**src/rtl/lzw_pkg.sv**
```systemverilog
// Shared definitions for the LZW code packer: default widths and the packer FSM state type.
package lzw_pkg;

  localparam int LZW_CODE_IN_W = 16;
  localparam int CODE_W_DEF    = 12;
  localparam int OUT_W_DEF     = 32;
  localparam int CNT_W_DEF     = 16;

  typedef enum logic [1:0] {
    IDLE  = 2'd0,
    PACK  = 2'd1,
    FLUSH = 2'd2,
    DONE  = 2'd3
  } state_e;

endpackage

```
**src/rtl/lzw_code_packer_if.sv**
```systemverilog
// Code-in / word-out handshake bundle between an LZW compressor, the packer and its sink.
interface lzw_code_packer_if
  import lzw_pkg::*;
#(
    parameter int OUT_W = OUT_W_DEF
);

    logic [LZW_CODE_IN_W-1:0] in_code;
    logic                     in_valid;
    logic                     in_last;
    logic                     in_ready;
    logic [OUT_W-1:0]         out_data;
    logic                     out_valid;
    logic                     out_ready;

    // Environment side: produces codes, consumes packed words.
    modport master (
        output in_code, in_valid, in_last, out_ready,
        input  in_ready, out_data, out_valid
    );

    // Packer side.
    modport slave (
        input  in_code, in_valid, in_last, out_ready,
        output in_ready, out_data, out_valid
    );

endinterface

```
**src/rtl/lzw_bit_accum.sv**
```systemverilog
// Bit accumulator: ORs CODE_W-bit codes in at the current fill offset and shifts out
// OUT_W-bit words from the bottom. Bits above fill are always zero, so the low word doubles as a padded remainder.
module lzw_bit_accum
  import lzw_pkg::*;
#(
    parameter int CODE_W = CODE_W_DEF,
    parameter int OUT_W  = OUT_W_DEF
) (
    input  logic              clk,
    input  logic              rst,
    input  logic              clear,
    input  logic              insert,
    input  logic [CODE_W-1:0] code,
    input  logic              shift_out,
    input  logic              flush,
    output logic [OUT_W-1:0]  word,
    output logic              can_accept,
    output logic              word_avail,
    output logic              has_bits
);

    localparam int ACC_W  = OUT_W + CODE_W;
    localparam int FILL_W = $clog2(ACC_W);
    localparam logic [FILL_W-1:0] OUT_W_F  = FILL_W'(OUT_W);
    localparam logic [FILL_W-1:0] CODE_W_F = FILL_W'(CODE_W);

    logic [ACC_W-1:0]  acc_q, acc_d;
    logic [FILL_W-1:0] fill_q, fill_d;

    // NOTE: every always_comb output gets a default first so no path leaves it unassigned (no latch).
    always_comb begin
        acc_d  = acc_q;
        fill_d = fill_q;
        if (clear || flush) begin
            acc_d  = '0;
            fill_d = '0;
        end else begin
            if (shift_out) begin
                acc_d  = acc_q >> OUT_W;
                fill_d = fill_q - OUT_W_F;
            end
            // New code lands at the post-shift offset when a word leaves in the same cycle.
            if (insert) begin
                acc_d  = acc_d | (ACC_W'(code) << fill_d);
                fill_d = fill_d + CODE_W_F;
            end
        end
    end

    // NOTE: state registers use non-blocking assignments only; blocking here would race other flops.
    // NOTE: the accumulator is reset too, since stale bits would be ORed into the next stream.
    always_ff @(posedge clk) begin
        if (rst) begin
            acc_q  <= '0;
            fill_q <= '0;
        end else begin
            acc_q  <= acc_d;
            fill_q <= fill_d;
        end
    end

    assign word       = acc_q[OUT_W-1:0];
    assign can_accept = (fill_q < OUT_W_F);
    assign word_avail = (fill_q >= OUT_W_F);
    assign has_bits   = (fill_q != '0);

endmodule

```
**src/rtl/lzw_code_packer.sv**
```systemverilog
// LZW code packer top: FSM, stream counters, range flag and the single output word register
// around the bit accumulator.
module lzw_code_packer
  import lzw_pkg::*;
#(
    parameter int CODE_W = CODE_W_DEF,
    parameter int OUT_W  = OUT_W_DEF,
    parameter int CNT_W  = CNT_W_DEF
) (
    input  logic                   clk,
    input  logic                   rst,
    input  logic                   start,
    lzw_code_packer_if.slave       bus,
    output logic                   done,
    output logic [CNT_W-1:0]       word_count,
    output logic [CNT_W-1:0]       code_count,
    output logic                   err_range
);

    state_e             state_q, state_d;
    logic [OUT_W-1:0]   out_data_q, out_data_d;
    logic               out_valid_q, out_valid_d;
    logic [CNT_W-1:0]   word_count_q, word_count_d;
    logic [CNT_W-1:0]   code_count_q, code_count_d;
    logic               err_range_q, err_range_d;

    logic               acc_clear;
    logic               can_accept, word_avail, has_bits;
    logic [OUT_W-1:0]   acc_word;
    logic               in_ready;
    logic               accept;
    logic               out_free;
    logic               out_xfer;
    logic               load_full;
    logic               load_pad;
    logic               in_pack_or_flush;

    assign in_ready         = (state_q == PACK) && can_accept;
    assign accept           = bus.in_valid && in_ready;
    assign out_free         = !out_valid_q || bus.out_ready;
    assign out_xfer         = out_valid_q && bus.out_ready;
    assign in_pack_or_flush = (state_q == PACK) || (state_q == FLUSH);
    assign load_full        = in_pack_or_flush && word_avail && out_free;
    // Partial remainder only goes out once every full word has left the accumulator.
    assign load_pad         = (state_q == FLUSH) && has_bits && !word_avail && out_free;
    assign acc_clear        = (state_q == IDLE) && start;

    lzw_bit_accum #(
        .CODE_W (CODE_W),
        .OUT_W  (OUT_W)
    ) u_accum (
        .clk        (clk),
        .rst        (rst),
        .clear      (acc_clear),
        .insert     (accept),
        .code       (bus.in_code[CODE_W-1:0]),
        .shift_out  (load_full),
        .flush      (load_pad),
        .word       (acc_word),
        .can_accept (can_accept),
        .word_avail (word_avail),
        .has_bits   (has_bits)
    );

    always_comb begin
        state_d      = state_q;
        out_data_d   = out_data_q;
        out_valid_d  = out_valid_q && !bus.out_ready;
        word_count_d = word_count_q;
        code_count_d = code_count_q;
        err_range_d  = err_range_q;

        if (load_full || load_pad) begin
            out_data_d  = acc_word;
            out_valid_d = 1'b1;
        end

        if (out_xfer && (word_count_q != '1)) word_count_d = word_count_q + 1'b1;
        if (accept && (code_count_q != '1))   code_count_d = code_count_q + 1'b1;
        if (accept && (bus.in_code[LZW_CODE_IN_W-1:CODE_W] != '0)) err_range_d = 1'b1;

        unique case (state_q)
            IDLE: begin
                if (start) begin
                    state_d      = PACK;
                    word_count_d = '0;
                    code_count_d = '0;
                    err_range_d  = 1'b0;
                end
            end
            PACK: begin
                if (accept && bus.in_last) state_d = FLUSH;
            end
            FLUSH: begin
                if (!has_bits && !out_valid_q) state_d = DONE;
            end
            DONE: begin
                state_d = IDLE;
            end
            default: state_d = IDLE;
        endcase
    end

    always_ff @(posedge clk) begin
        if (rst) begin
            state_q      <= IDLE;
            out_data_q   <= '0;
            out_valid_q  <= 1'b0;
            word_count_q <= '0;
            code_count_q <= '0;
            err_range_q  <= 1'b0;
        end else begin
            state_q      <= state_d;
            out_data_q   <= out_data_d;
            out_valid_q  <= out_valid_d;
            word_count_q <= word_count_d;
            code_count_q <= code_count_d;
            err_range_q  <= err_range_d;
        end
    end

    assign bus.in_ready  = in_ready;
    assign bus.out_data  = out_data_q;
    assign bus.out_valid = out_valid_q;
    assign done          = (state_q == DONE);
    assign word_count    = word_count_q;
    assign code_count    = code_count_q;
    assign err_range     = err_range_q;

endmodule

```
**src/flat_wrapper.sv**
```systemverilog
// flat-port wrapper written by rule: the top's interface ports become plain ports
module lzw_code_packer_flat import lzw_pkg::*;
#(
    parameter int CODE_W = CODE_W_DEF,
    parameter int OUT_W  = OUT_W_DEF,
    parameter int CNT_W  = CNT_W_DEF
)
  (clk, rst, start, done, word_count, code_count, err_range, bus_in_code, bus_in_valid, bus_in_last, bus_out_ready, bus_in_ready, bus_out_data, bus_out_valid);
  lzw_code_packer_if #(.OUT_W(OUT_W)) bus_i ();
  input  logic clk;
  input  logic rst;
  input  logic start;
  output logic done;
  output logic [CNT_W-1:0] word_count;
  output logic [CNT_W-1:0] code_count;
  output logic err_range;
  input wire logic [$bits(bus_i.in_code)-1:0] bus_in_code;
  input wire logic [$bits(bus_i.in_valid)-1:0] bus_in_valid;
  input wire logic [$bits(bus_i.in_last)-1:0] bus_in_last;
  input wire logic [$bits(bus_i.out_ready)-1:0] bus_out_ready;
  output wire logic [$bits(bus_i.in_ready)-1:0] bus_in_ready;
  output wire logic [$bits(bus_i.out_data)-1:0] bus_out_data;
  output wire logic [$bits(bus_i.out_valid)-1:0] bus_out_valid;
  assign bus_i.in_code = bus_in_code;
  assign bus_i.in_valid = bus_in_valid;
  assign bus_i.in_last = bus_in_last;
  assign bus_i.out_ready = bus_out_ready;
  assign bus_in_ready = bus_i.in_ready;
  assign bus_out_data = bus_i.out_data;
  assign bus_out_valid = bus_i.out_valid;
  lzw_code_packer #(.CODE_W(CODE_W), .OUT_W(OUT_W), .CNT_W(CNT_W)) u_core (.clk(clk), .rst(rst), .start(start), .bus(bus_i), .done(done), .word_count(word_count), .code_count(code_count), .err_range(err_range));
endmodule
```
**config.mk**
```make
export PLATFORM = sky130hd
export DESIGN_NAME = lzw_code_packer_flat
export DESIGN_NICKNAME = d
export VERILOG_FILES = /design/src/rtl/lzw_pkg.sv /design/src/rtl/lzw_code_packer_if.sv /design/src/rtl/lzw_bit_accum.sv /design/src/rtl/lzw_code_packer.sv /design/src/flat_wrapper.sv
export SDC_FILE = /design/constraint.sdc
export NUM_CORES = 1
export LEC_CHECK = 0
export CAP_MARGIN = 10
export CORE_MARGIN = 1
export CORE_UTILIZATION = 40
export DETAILED_ROUTE_END_ITERATION = 8
export GPL_TIMING_DRIVEN = 0
export PLACE_DENSITY_LB_ADDON = 0.12
export SLEW_MARGIN = 20
export SYNTH_ARGS = -nofsm -noshare
export SYNTH_HDL_FRONTEND = slang
export SYNTH_HIERARCHICAL = 1
export SYNTH_SLANG_ARGS = --single-unit
```
**constraint.sdc**
```tcl
create_clock -name clk -period 2.35 [get_ports clk]
set_clock_uncertainty 0.2 [all_clocks]
set_input_delay 0.5875 -clock clk [delete_from_list [all_inputs] [get_ports clk]]
set_output_delay 0.5875 -clock clk [all_outputs]
set_load 0.03 [all_outputs]
```
==> results by group, run 1 <==
Power and ir drop
  – Peak supply drop: 446 uV
  – Power density cells: 760 nW/um2
  – LEAKAGE: 2.98 nW
  – Total power: 0.00571 W

Run status
  – Status: completed

Clock network
  – CTS sink count: 116
  – Skew-Pair Late Insertion Delay: 0.41 ns
  – Post-CTS Hold Buffers: 0
  – H-tree levels: 4
  – Num CTS Buffers: 17
  – CTS root buf: clkbuf_16
  – Clock slew seen by the registers of the worst setup and hold paths: 0.05 ns
  – CTS tree: yes
  – CTS max path bufs: 2

Setup path
  – Bufs and invs on worst path: 1
  – Worst EP required: 1.56 ns
  – Crit. End Element: output pin
  – Max stage delay cell, worst path: clkdlybuf4s50_1
  – Cells along the critical path: clkdlybuf4s50_1
  – Reg2Reg Depth: 11
  – Critical Path AT: 1.52 ns
  – Reg2reg start: u_core/u_accum/fill_q[3]
  – CP max FO: 6
  – Flop2flop setup slack: 0.12 ns
  – Setup crit start kind: register
  – Delay-heaviest family, CP: buffers and inverters
  – Largest stage delay, worst path: 0.70 ns
  – Worst r2r dst: u_core/u_accum/acc_q[18]
  – CP Class: register to output pin

STA
  – Slew Viols, Final: 0
  – Final worst setup slack: 0.0419 ns
  – Fin crit period: 2.31 ns
  – Rel. slew slack: 0.600
  – Final Hold Viols: 0
  – # setup viols final: 0
  – Tcrit/Tclk final: 0.982
  – Slew @ Worst Pin: 0.596 ns
  – Fmax: 433 MHz
  – Min Hold Slack: 0.267 ns

Global routing
  – Largest net degree at the start of global routing: 17
  – Grt total ovfl: 0
  – Initial antenna violation count: 0
  – Vias in the first global route: 4717
  – First-pass GRT wire length: 23.7 mm
  – All-Layer GR Usage: 0.215

Finish
  – Multi-input logic area: 2850 um2
  – Area growth syn-to-layout: 38.7%
  – Final net count: 761
  – Reg area: 2330 um2
  – Fill cells: 1222
  – Share of cells above drive strength 1: 0.192
  – Diodes inserted: 0

Synth
  – Syn avg cell area: 8.86 um2
  – Ys flop type: dfxtp_1
  – Sequential share of the synthesized area: 0.428
  – Synth top area share: 0.428
  – Synthesized area: 5430 um2
  – Yosys top cell by area: dfxtp_1
  – Warnings from Yosys: 6
  – Distinct cells, synth: 55
  – Top cells by area, synth: dfxtp_1 43%, mux2i_1 9.6%, nor2_1 4.8%
  – Synth Instances: 612
  – FFs w/ async S/R, synth: 0
  – Syn Nets: 641
  – Post-synth EDFFs: 0
  – Synth Register Bits: 116

Floorplanning
  – I/O pin cnt: 90
  – Overall die height: 118 um
  – Core area: 13200 um2
  – Initial core utilization: 0.410
  – Die X: 118 um
  – Die area: 14000 um2
  – Row count: 42

Worst hold path
  – Hold Startpoint: u_core/err_range
  – Worst hold path type: register to register
  – WHS Endpoint: u_core/err_range
  – Worst hold stages: 2

Routing
  – Via-per-instance ratio: 5.43
  – Antenna Nets Post-Route: 0
  – Initial DRC count: 357
  – WL/cell: 16.3 um
  – Final Routed Wirelength: 15.0 mm
  – Drc violations: 0
  – Drt first pass iters: 6
  – Routed via count: 4989

Place
  – DP Worst Slack: -0.792 ns
  – Post-DP HPWL: 10.6 mm
  – GPL Wtd Cong: 0.927
  – PortBufs: 89

Run
  – Maxcap violations: 0
through the flow:
| stage | cells | setup TNS, ns | util | instance area [um2] |
|---|---|---|---|---|
| floorplan | 612 | 0 | - | 5430 |
| global placement | 877 | -72.65 | 0.494 | 6540 |
| detailed placement | 877 | -73.61 | 0.494 | 6540 |
| CTS | 911 | -0.0151 | 0.549 | 7270 |
| global route | 919 | -0.0161 | 0.568 | 7520 |
| finish | 919 | 0 | 0.568 | 7520 |
cells by family (layout without fill, tap and decap cells):
| family | count (synthesis) | count (layout) | share of synthesized area |
|---|---|---|---|
| AND/OR/NAND/NOR | 215 | 215 | 0.195 |
| adder cells (fa/ha/maj) | 7 | 7 | 0.0161 |
| flip-flops | 116 | 116 | 0.428 |
| buffers and inverters | 77 | 208 | 0.0786 |
| multiplexers | 58 | 58 | 0.108 |
| AO/OA/AOI/OAI | 134 | 134 | 0.165 |
| XOR/XNOR | 5 | 5 | 0.00946 |
registers in the layout, indices dropped and copies added (netlist names):
register	cells
u_core/u_accum/fill_q	4
u_core/code_count	16
u_core/bus.out_valid	1
u_core/u_accum/acc_q	44
u_core/err_range	1
u_core/word_count	16
u_core/bus.out_data	32
u_core/state_q	2
cell usage in the layout (no fill, tap or decap), types with 6 or more instances in the layout:
master,instances
nor2_1,66
clkdlybuf4s50_1,63
buf_2,8
mux2_2,6
a32oi_1,7
inv_1,10
clkbuf_2,7
o21ai_0,30
a31oi_1,6
a211oi_1,6
or3_1,9
nor3_1,11
mux2i_1,52
clkbuf_1,9
and2_1,6
a22oi_1,6
dlygate4sd2_1,10
o31ai_1,7
a21oi_1,32
nand2_1,39
clkbuf_16,17
or4_1,6
dlymetal6s2s_1,15
buf_4,44
o22ai_1,8
dfxtp_1,113
nand3_1,32
area by class of cell:
| cell class | count | share of cell area |
|---|---|---|
| flip-flops and latches | 116 | 0.309 |
| repair buffers | 102 | 0.137 |
| clock buffers | 20 | 0.0594 |
| plain buffers | 63 | 0.0600 |
| multi-input cells | 419 | 0.379 |
| clock inverters | 10 | 0.0178 |
| well taps | 176 | 0.0293 |
| inverters | 13 | 0.00782 |
worst max path at each step:
stage / from / end / slack (ns) / cells after the start
floorplan: u_core/u_accum/fill_q[2] / u_core/bus.out_data[10] / 0.13 / 9
global placement: bus_out_ready / u_core/u_accum/acc_q[5] / -0.78 / 7
detailed placement: bus_out_ready / u_core/u_accum/acc_q[5] / -0.79 / 7
CTS: u_core/u_accum/fill_q[3] / u_core/u_accum/acc_q[5] / -0.02 / 10
global route: u_core/u_accum/fill_q[4] / u_core/u_accum/acc_q[18] / -0.009 / 10
finish: u_core/word_count[15] / word_count[15] / 0.04 / 1
synth_stat cells, types with 4 or more instances:
cell         n
a211oi_1     6
a21oi_1     33
a222oi_1     4
a22oi_1      6
a2bb2oi_1    4
a31oi_1      6
a32oi_1      8
and2_1       6
and3_1       4
and4_1       5
buf_2       14
buf_4       32
clkbuf_1    17
dfxtp_1    116
ha_1         7
inv_1       13
mux2_2       6
mux2i_1     52
nand2_1     42
nand3_1     32
nand4_1      5
nor2_1      70
nor3_1      14
nor4_1       4
o21ai_0     30
o22ai_1      8
o31ai_1      7
or2_2        4
or3_1       10
or4_1        6
metal layers:
| layer | wire length [um] | GRT usage |
|---|---|---|
| met5 | 0 | 0 |
| met4 | 240 | 0.0934 |
| met3 | 638 | 0.0468 |
| met2 | 6850 | 0.329 |
| met1 | 7280 | 0.290 |
power by group:
part	leakage [nW]	switching [W]	total [W]	internal, W
Sequential	0.936	0.0000455	0.00207	0.00203
Combinational	1.76	0.000667	0.00108	0.000411
Clock	0.281	0.000890	0.00256	0.00167
worst register-to-register path: stages (launching register included):
cell and delay, ns:
dfxtp_1 0.31, buf_6 0.15, inv_4 0.09, ha_2 0.19, nand2_1 0.07, nand3b_1 0.12, nor2_2 0.07, or3_4 0.36
buf_12 0.15, nor4_4 0.32, nand2_1 0.09, nand2_1 0.06
repair_timing:
action / 4_1_cts / 5_1_grt
resized for setup: 56 / 50
setup endpoints to repair: 122 / 104
hold endpoints to repair: 0 / 0
gates cloned: 1 / 0
pin swaps: 0 / 8
setup buffers: 3 / 9
Note: power is estimated with default switching activity, not from simulation.
==> run 2, diff against run 1 <==
--- a/config.mk
+++ b/config.mk
@@ -11,6 +11,7 @@
 export DETAILED_ROUTE_END_ITERATION = 8
 export GPL_TIMING_DRIVEN = 0
 export PLACE_DENSITY_LB_ADDON = 0.12
+export SETUP_SLACK_MARGIN = 0.02
 export SLEW_MARGIN = 20
 export SYNTH_ARGS = -nofsm -noshare
 export SYNTH_HDL_FRONTEND = slang
==> run 2 against run 1 <==
Net effect:
- register-to-register slack worse by 0.04 ns
- combinational power about the same
- hold slack about the same
- setup slack better by 0.022 ns
- largest power group unchanged
- highest routed layer unchanged
- flip-flop and latch count unchanged
- via count up 1.0%
- critical endpoint is now code_count[1]
- cell count up 0.44%
- wire length up 1.3%
- first-iteration DRC count down 11%
- power up 0.53%
==> results by group, run 2 (same netlist as run 1, synthesis figures left out) <==
Setup path
  – Largest stage delay, worst path: 0.70 ns (about the same)
  – Bufs and invs on worst path: 1 (unchanged)
  – Setup crit start kind: register
  – CP Class: register to output pin
  – CP max FO: 5 (-1)
  – Delay-heaviest family, CP: buffers and inverters
  – Worst EP required: 1.56 ns (about the same)
  – Cells along the critical path: clkdlybuf4s50_1
  – Max stage delay cell, worst path: clkdlybuf4s50_1
  – Critical Path AT: 1.50 ns (-0.02 ns)
  – Crit. End Element: output pin

Global routing
  – First-pass GRT wire length: 23.8 mm (+0.29%)
  – Vias in the first global route: 4725 (+0.17%)
  – Initial antenna violation count: 0 (unchanged)
  – All-Layer GR Usage: 0.215 (+0.000519)
  – Largest net degree at the start of global routing: 17 (unchanged)
  – Grt total ovfl: 0 (unchanged)

Clock network
  – H-tree levels: 4 (unchanged)
  – CTS root buf: clkbuf_16
  – CTS sink count: 116 (unchanged)
  – CTS max path bufs: 2 (unchanged)
  – CTS tree: yes
  – Num CTS Buffers: 17 (unchanged)
  – Clock slew seen by the registers of the worst setup and hold paths: 0.05 ns (about the same)
  – Post-CTS Hold Buffers: 0 (unchanged)
  – Skew-Pair Late Insertion Delay: 0.42 ns (about the same)

Finish
  – Share of cells above drive strength 1: 0.203 (+0.0110)
  – Commonest non-fill, non-tap cells in the layout: 113 x dfxtp_1, 64 x nor2_1, 59 x clkdlybuf4s50_1, 52 x mux2i_1, 49 x buf_4
  – Diodes inserted: 0 (unchanged)
  – Commonest non-fill, non-tap cell in the layout: dfxtp_1
  – Final net count: 765 (+0.53%)
  – Top reg by flops: u_core/u_accum/acc_q
  – Area growth syn-to-layout: 39.4%
  – Fin util: 0.571 (+0.00293)
  – Largest register FFs: 44 (unchanged)
  – Fill cells: 1212 (-0.82%)
  – Fin cells: 923 (+0.44%)

Worst hold path
  – Worst hold path type: register to register

Floorplanning
  – Die X: 118 um (unchanged)
  – Die area: 14000 um2 (unchanged)
  – I/O pin cnt: 90 (unchanged)
  – Overall die height: 118 um (unchanged)
  – Core area: 13200 um2 (unchanged)
  – Row count: 42 (unchanged)
  – Initial core utilization: 0.410 (unchanged)

Routing
  – Antenna Nets Post-Route: 0 (unchanged)
  – Initial DRC count: 319 (-11%)
  – Via-per-instance ratio: 5.46 (+0.60%)
  – Drc violations: 0 (unchanged)
  – Routed via count: 5041 (+1.0%)
  – Final Routed Wirelength: 15.2 mm (+1.3%)
  – Drt first pass iters: 5 (-1)
  – WL/cell: 16.5 um (+0.88%)

STA
  – Final worst setup slack: 0.0643 ns (+0.0224 ns)
  – Slew @ Worst Pin: 0.601 ns (+0.00521 ns)
  – Slew Viols, Final: 0 (unchanged)
  – # setup viols final: 0 (unchanged)
  – Min Hold Slack: 0.267 ns (-0.000197 ns)
  – Setup tns final: 0 ns (unchanged)
  – Rel. slew slack: 0.596 (-0.00350)
  – Fmax: 437 MHz (+0.98%)
  – Final Hold Viols: 0 (unchanged)
  – Tcrit/Tclk final: 0.973 (-0.00953)
  – Fin crit period: 2.29 ns (-0.0224 ns)

Run
  – Maxcap violations: 0 (unchanged)

Place
  – PortBufs: 89 (unchanged)
  – GPL Wtd Cong: 0.927 (unchanged)
  – DP Worst Slack: -0.792 ns (unchanged)
  – Placed Cells: 877 (unchanged)
  – Post-DP HPWL: 10.6 mm (unchanged)

Power and ir drop
  – LEAKAGE: 2.97 nW (-0.27%)
  – Peak supply drop: 461 uV (+3.3%)
  – Power density cells: 760 nW/um2 (about the same)

Run status
  – Status: completed
-- run 2: changes by cell type in the layout (fill, tap and decap cells not counted), sizes merged --
cell and change:
buf +6, clkbuf -2, dlymetal6s2s -4, dlygate4sd2 +8
clkinvlp +1, clkdlybuf4s50 -4, clkinv -1
-- run 2: repair_timing --
| item | 4_1_cts | 5_1_grt |
|---|---|---|
| cloned | 1 | 1 |
| setup buffers | 3 | 13 |
| endpoints found under the setup margin | 130 | 108 |
| gates resized for setup | 66 | 48 |
| pin swaps | 1 | 11 |
-- run 2: routing by layer --
| layer | vias up | wire length, um | track usage |
|---|---|---|---|
| li1 | 2460 | - | - |
| met2 | 145 | 6980 | 0.331 |
| met5 | - | 0 | 0 |
| met4 | 0 | 282 | 0.0934 |
| met3 | 23 | 736 | 0.0468 |
| met1 | 2413 | 7200 | 0.290 |
-- run 2: worst paths after layout --
check / slack [ns] / startpoint / depth (start not counted) / to
worst max-delay path: 0.06 / u_core/code_count[1] / 1 / code_count[1]
worst min-delay path: 0.27 / u_core/err_range / 2 / u_core/err_range
worst max register to register: 0.08 / u_core/u_accum/fill_q[3] / 10 / u_core/u_accum/acc_q[9]
worst min register to register: 0.27 / u_core/err_range / 2 / u_core/err_range
-- run 2: metrics by stage --
| step | total power [W] | instance area, um2 |
|---|---|---|
| floorplan | 0.00270 | 5430 |
| global placement | 0.00299 | 6540 |
| detailed placement | 0.00301 | 6540 |
| CTS | 0.00564 | 7280 |
| global route | 0.00598 | 7560 |
| finish | 0.00574 | 7560 |
-- run 2: worst register-to-register path, stage by stage (launching register included) --
cell and delay (ns):
dfxtp_1 0.31, buf_6 0.15, inv_2 0.11, ha_1 0.20, nand2_1 0.09, nand3b_1 0.13, nor2_2 0.07, or3_4 0.39
buf_8 0.17, buf_4 0.19, o22ai_1 0.18
-- run 2: area by class of cell --
cell class / instances / area, um2 / share of cell area
clock inverters: 10 / 134 / 0.0177
plain buffers: 62 / 449 / 0.0594
repair buffers: 107 / 1060 / 0.140
multi-input cells: 419 / 2870 / 0.380
flip-flops and latches: 116 / 2330 / 0.308
well taps: 176 / 220 / 0.0291
clock buffers: 20 / 447 / 0.0591
inverters: 13 / 57.6 / 0.00761
-- run 2: power by group --
part	switching (W)	total [W]	internal, W
registers	0.0000466	0.00207	0.00203
logic	0.000672	0.00110	0.000428
clock network	0.000897	0.00257	0.00167
total	0.00162	0.00574	0.00413
==> run 3, diff against run 2 <==
--- a/config.mk
+++ b/config.mk
@@ -10,9 +10,8 @@
 export CORE_UTILIZATION = 40
 export DETAILED_ROUTE_END_ITERATION = 8
 export GPL_TIMING_DRIVEN = 0
-export PLACE_DENSITY_LB_ADDON = 0.12
+export PLACE_DENSITY_LB_ADDON = 0.15
 export SETUP_SLACK_MARGIN = 0.02
-export SLEW_MARGIN = 20
 export SYNTH_ARGS = -nofsm -noshare
 export SYNTH_HDL_FRONTEND = slang
 export SYNTH_HIERARCHICAL = 1
==> run 3 against run 2 <==
Net effect:
- critical path depth rose by 10
- setup slack got worse by 0.040 ns
- register-to-register slack got worse by 0.06 ns
- via count rose by 0.46%
- die area did not move
- cell area rose by 0.51%
- cell count rose by 0.11%
- global-route usage rose by 0.44 points
- hold slack improved by 0.0031 ns
- utilization rose by 0.29 points
- largest power group unchanged
==> results by group, run 3 (same netlist as run 1, synthesis figures left out) <==
Routing
  – Initial DRC count: 305 (-4.4%)
  – Drt first pass iters: 8 (+3)
  – Final Routed Wirelength: 15.2 mm (about the same)
  – Routed via count: 5064 (+0.46%)
  – Drc violations: 0 (unchanged)
  – WL/cell: 16.4 um (-0.21%)
  – Antenna Nets Post-Route: 0 (unchanged)
  – Via-per-instance ratio: 5.48 (+0.35%)

Clock network
  – Post-CTS Hold Buffers: 0 (unchanged)
  – H-tree levels: 4 (unchanged)
  – CTS root buf: clkbuf_16
  – CTS sink count: 116 (unchanged)
  – Num CTS Buffers: 17 (unchanged)
  – CTS tree: yes
  – Skew-Pair Late Insertion Delay: 0.42 ns (about the same)
  – CTS max path bufs: 2 (unchanged)
  – Clock slew seen by the registers of the worst setup and hold paths: 0.05 ns (about the same)

Finish
  – Fin cells: 924 (+0.11%)
  – Area growth syn-to-layout: 40.1%
  – Commonest non-fill, non-tap cell in the layout: dfxtp_1
  – Top reg by flops: u_core/u_accum/acc_q
  – Diodes inserted: 0 (unchanged)
  – Design area: 7600 um2 (+0.51%)
  – Final net count: 765 (unchanged)
  – Commonest non-fill, non-tap cells in the layout: 113 x dfxtp_1, 68 x nor2_1, 59 x clkdlybuf4s50_1, 52 x mux2i_1, 48 x buf_4
  – Largest register FFs: 44 (unchanged)
  – Share of cells above drive strength 1: 0.198 (-0.00562)

Power and ir drop
  – P_int: 0.00438 W (+6.2%)
  – Power density cells: 789 nW/um2 (+3.8%)
  – Sw Pwr: 0.00161 W (-0.52%)
  – Total power: 0.00599 W (+4.3%)
  – LEAKAGE: 2.91 nW (-1.8%)
  – Switching share of power: 0.268 (-0.0131)
  – Part of the power in registers: 0.346 (-0.015)
  – Comb power frac: 0.179 (-0.013)
  – Peak supply drop: 497 uV (+7.7%)
  – Clock power frac: 0.475 (+0.028)

Run status
  – Status: completed

Global routing
  – All-Layer GR Usage: 0.220 (+0.00438)
  – Grt total ovfl: 0 (unchanged)
  – First-pass GRT wire length: 24.2 mm (+1.6%)
  – Largest net degree at the start of global routing: 17 (unchanged)
  – Vias in the first global route: 4790 (+1.4%)
  – Initial antenna violation count: 0 (unchanged)

Floorplanning
  – Core area: 13200 um2 (unchanged)
  – Initial core utilization: 0.410 (unchanged)
  – I/O pin cnt: 90 (unchanged)
  – Overall die height: 118 um (unchanged)
  – Die X: 118 um (unchanged)
  – Die area: 14000 um2 (unchanged)
  – Row count: 42 (unchanged)

STA
  – Slew @ Worst Pin: 0.682 ns (+0.0812 ns)
  – Rel. slew slack: 0.540 (-0.0560)
  – Slew Viols, Final: 0 (unchanged)
  – Fin crit period: 2.33 ns (+0.0402 ns)
  – Setup tns final: 0 ns (unchanged)
  – Fmax: 430 MHz (-1.7%)
  – Final Hold Viols: 0 (unchanged)
  – RSZ-0062 raised after global routing: true
  – # setup viols final: 0 (unchanged)
  – Min Hold Slack: 0.270 ns (+0.00308 ns)
  – Tcrit/Tclk final: 0.990 (+0.0171)

Setup path
  – Worst EP required: 2.45 ns (+0.89 ns)
  – CP Class: register to register
  – Setup crit start kind: register
  – Critical Path AT: 2.42 ns (+0.92 ns)
  – CP max FO: 6 (+1)
  – Flop2flop setup slack: 0.02 ns (-0.06 ns)
  – Crit. End Element: register

Place
  – Post-DP HPWL: 10.8 mm (+2.1%)
  – GPL Wtd Cong: 0.893 (-3.6%)
  – Placed cell areas: 6540 um2 (unchanged)
  – Placed Cells: 877 (unchanged)
  – PortBufs: 89 (unchanged)

Run
  – Maxcap violations: 0 (unchanged)

Worst hold path
  – Worst hold path type: register to register
==> run 3: cell count changes in the layout (fill, tap and decap cells not counted), sizes merged <==
| cell | delta |
|---|---|
| buf | -3 |
| bufinv | +2 |
| clkbuf | +4 |
| clkinv | -3 |
| clkinvlp | +2 |
| dlygate4sd2 | +5 |
| dlymetal6s2s | -5 |
| inv | -1 |
==> run 3: layout make-up <==
class	count	area, um2
timing repair buffer	105	1030
buffer	63	454
clock inverter	9	175
multi-input combinational	419	2850
sequential	116	2330
clock buffer	22	474
tap	176	220
inverter	13	56.3
timing repair inverter	1	5.00
fill	1163	5640
==> run 3: layer usage <==
metal / up-vias / GRT usage / wire, um
met1: 2465 / 0.279 / 6860
met4: 0 / 0.0799 / 272
met5: - / 0 / 0
met2: 123 / 0.361 / 7410
met3: 20 / 0.0526 / 650
li1: 2456 / - / -
==> run 3: power groups by stage <==
stage          clock network [W]  registers [W]  logic (W)
2_1_floorplan                  0        0.00211   0.000594
3_3_place_gp                   0        0.00210   0.000884
3_5_place_dp                   0        0.00211   0.000899
6_report                 0.00284        0.00207    0.00107
5_1_grt                  0.00297        0.00208    0.00115
4_1_cts                  0.00290        0.00207   0.000973
==> run 3: critical path: stages, from the launching register on <==
cell and delay, ns:
dfxtp_2 0.36, inv_1 0.08, ha_1 0.32, nand2_2 0.11
nor2_1 0.06, buf_6 0.14, xor2_4 0.15, buf_12 0.15
buf_8 0.13, a22oi_1 0.20, a2bb2oi_1 0.23, nor2_1 0.08
==> run 3: through the flow <==
stage	worst slack (ns)	utilization
6_report	0.0241	0.574
5_1_grt	-0.0388	0.574
4_1_cts	0.0124	0.555
3_5_place_dp	-0.778	0.494
3_3_place_gp	-0.753	0.494
2_1_floorplan	0.134	-
==> run 3: worst paths after layout <==
kind,start,to,cells past startpoint
worst max-delay path,u_core/state_q[0],u_core/u_accum/acc_q[36],11
worst min-delay path,u_core/u_accum/acc_q[32],u_core/u_accum/acc_q[32],2
worst max register to register,u_core/state_q[0],u_core/u_accum/acc_q[36],11
worst min register to register,u_core/u_accum/acc_q[32],u_core/u_accum/acc_q[32],2
==> run 3: repair_timing <==
action | 4_1_cts | 5_1_grt
resized for setup | 72 | 42
pin swaps | 1 | 8
setup buffers | 5 | 10
endpoints found under the setup margin | 131 | 101
gates cloned | 0 | 2
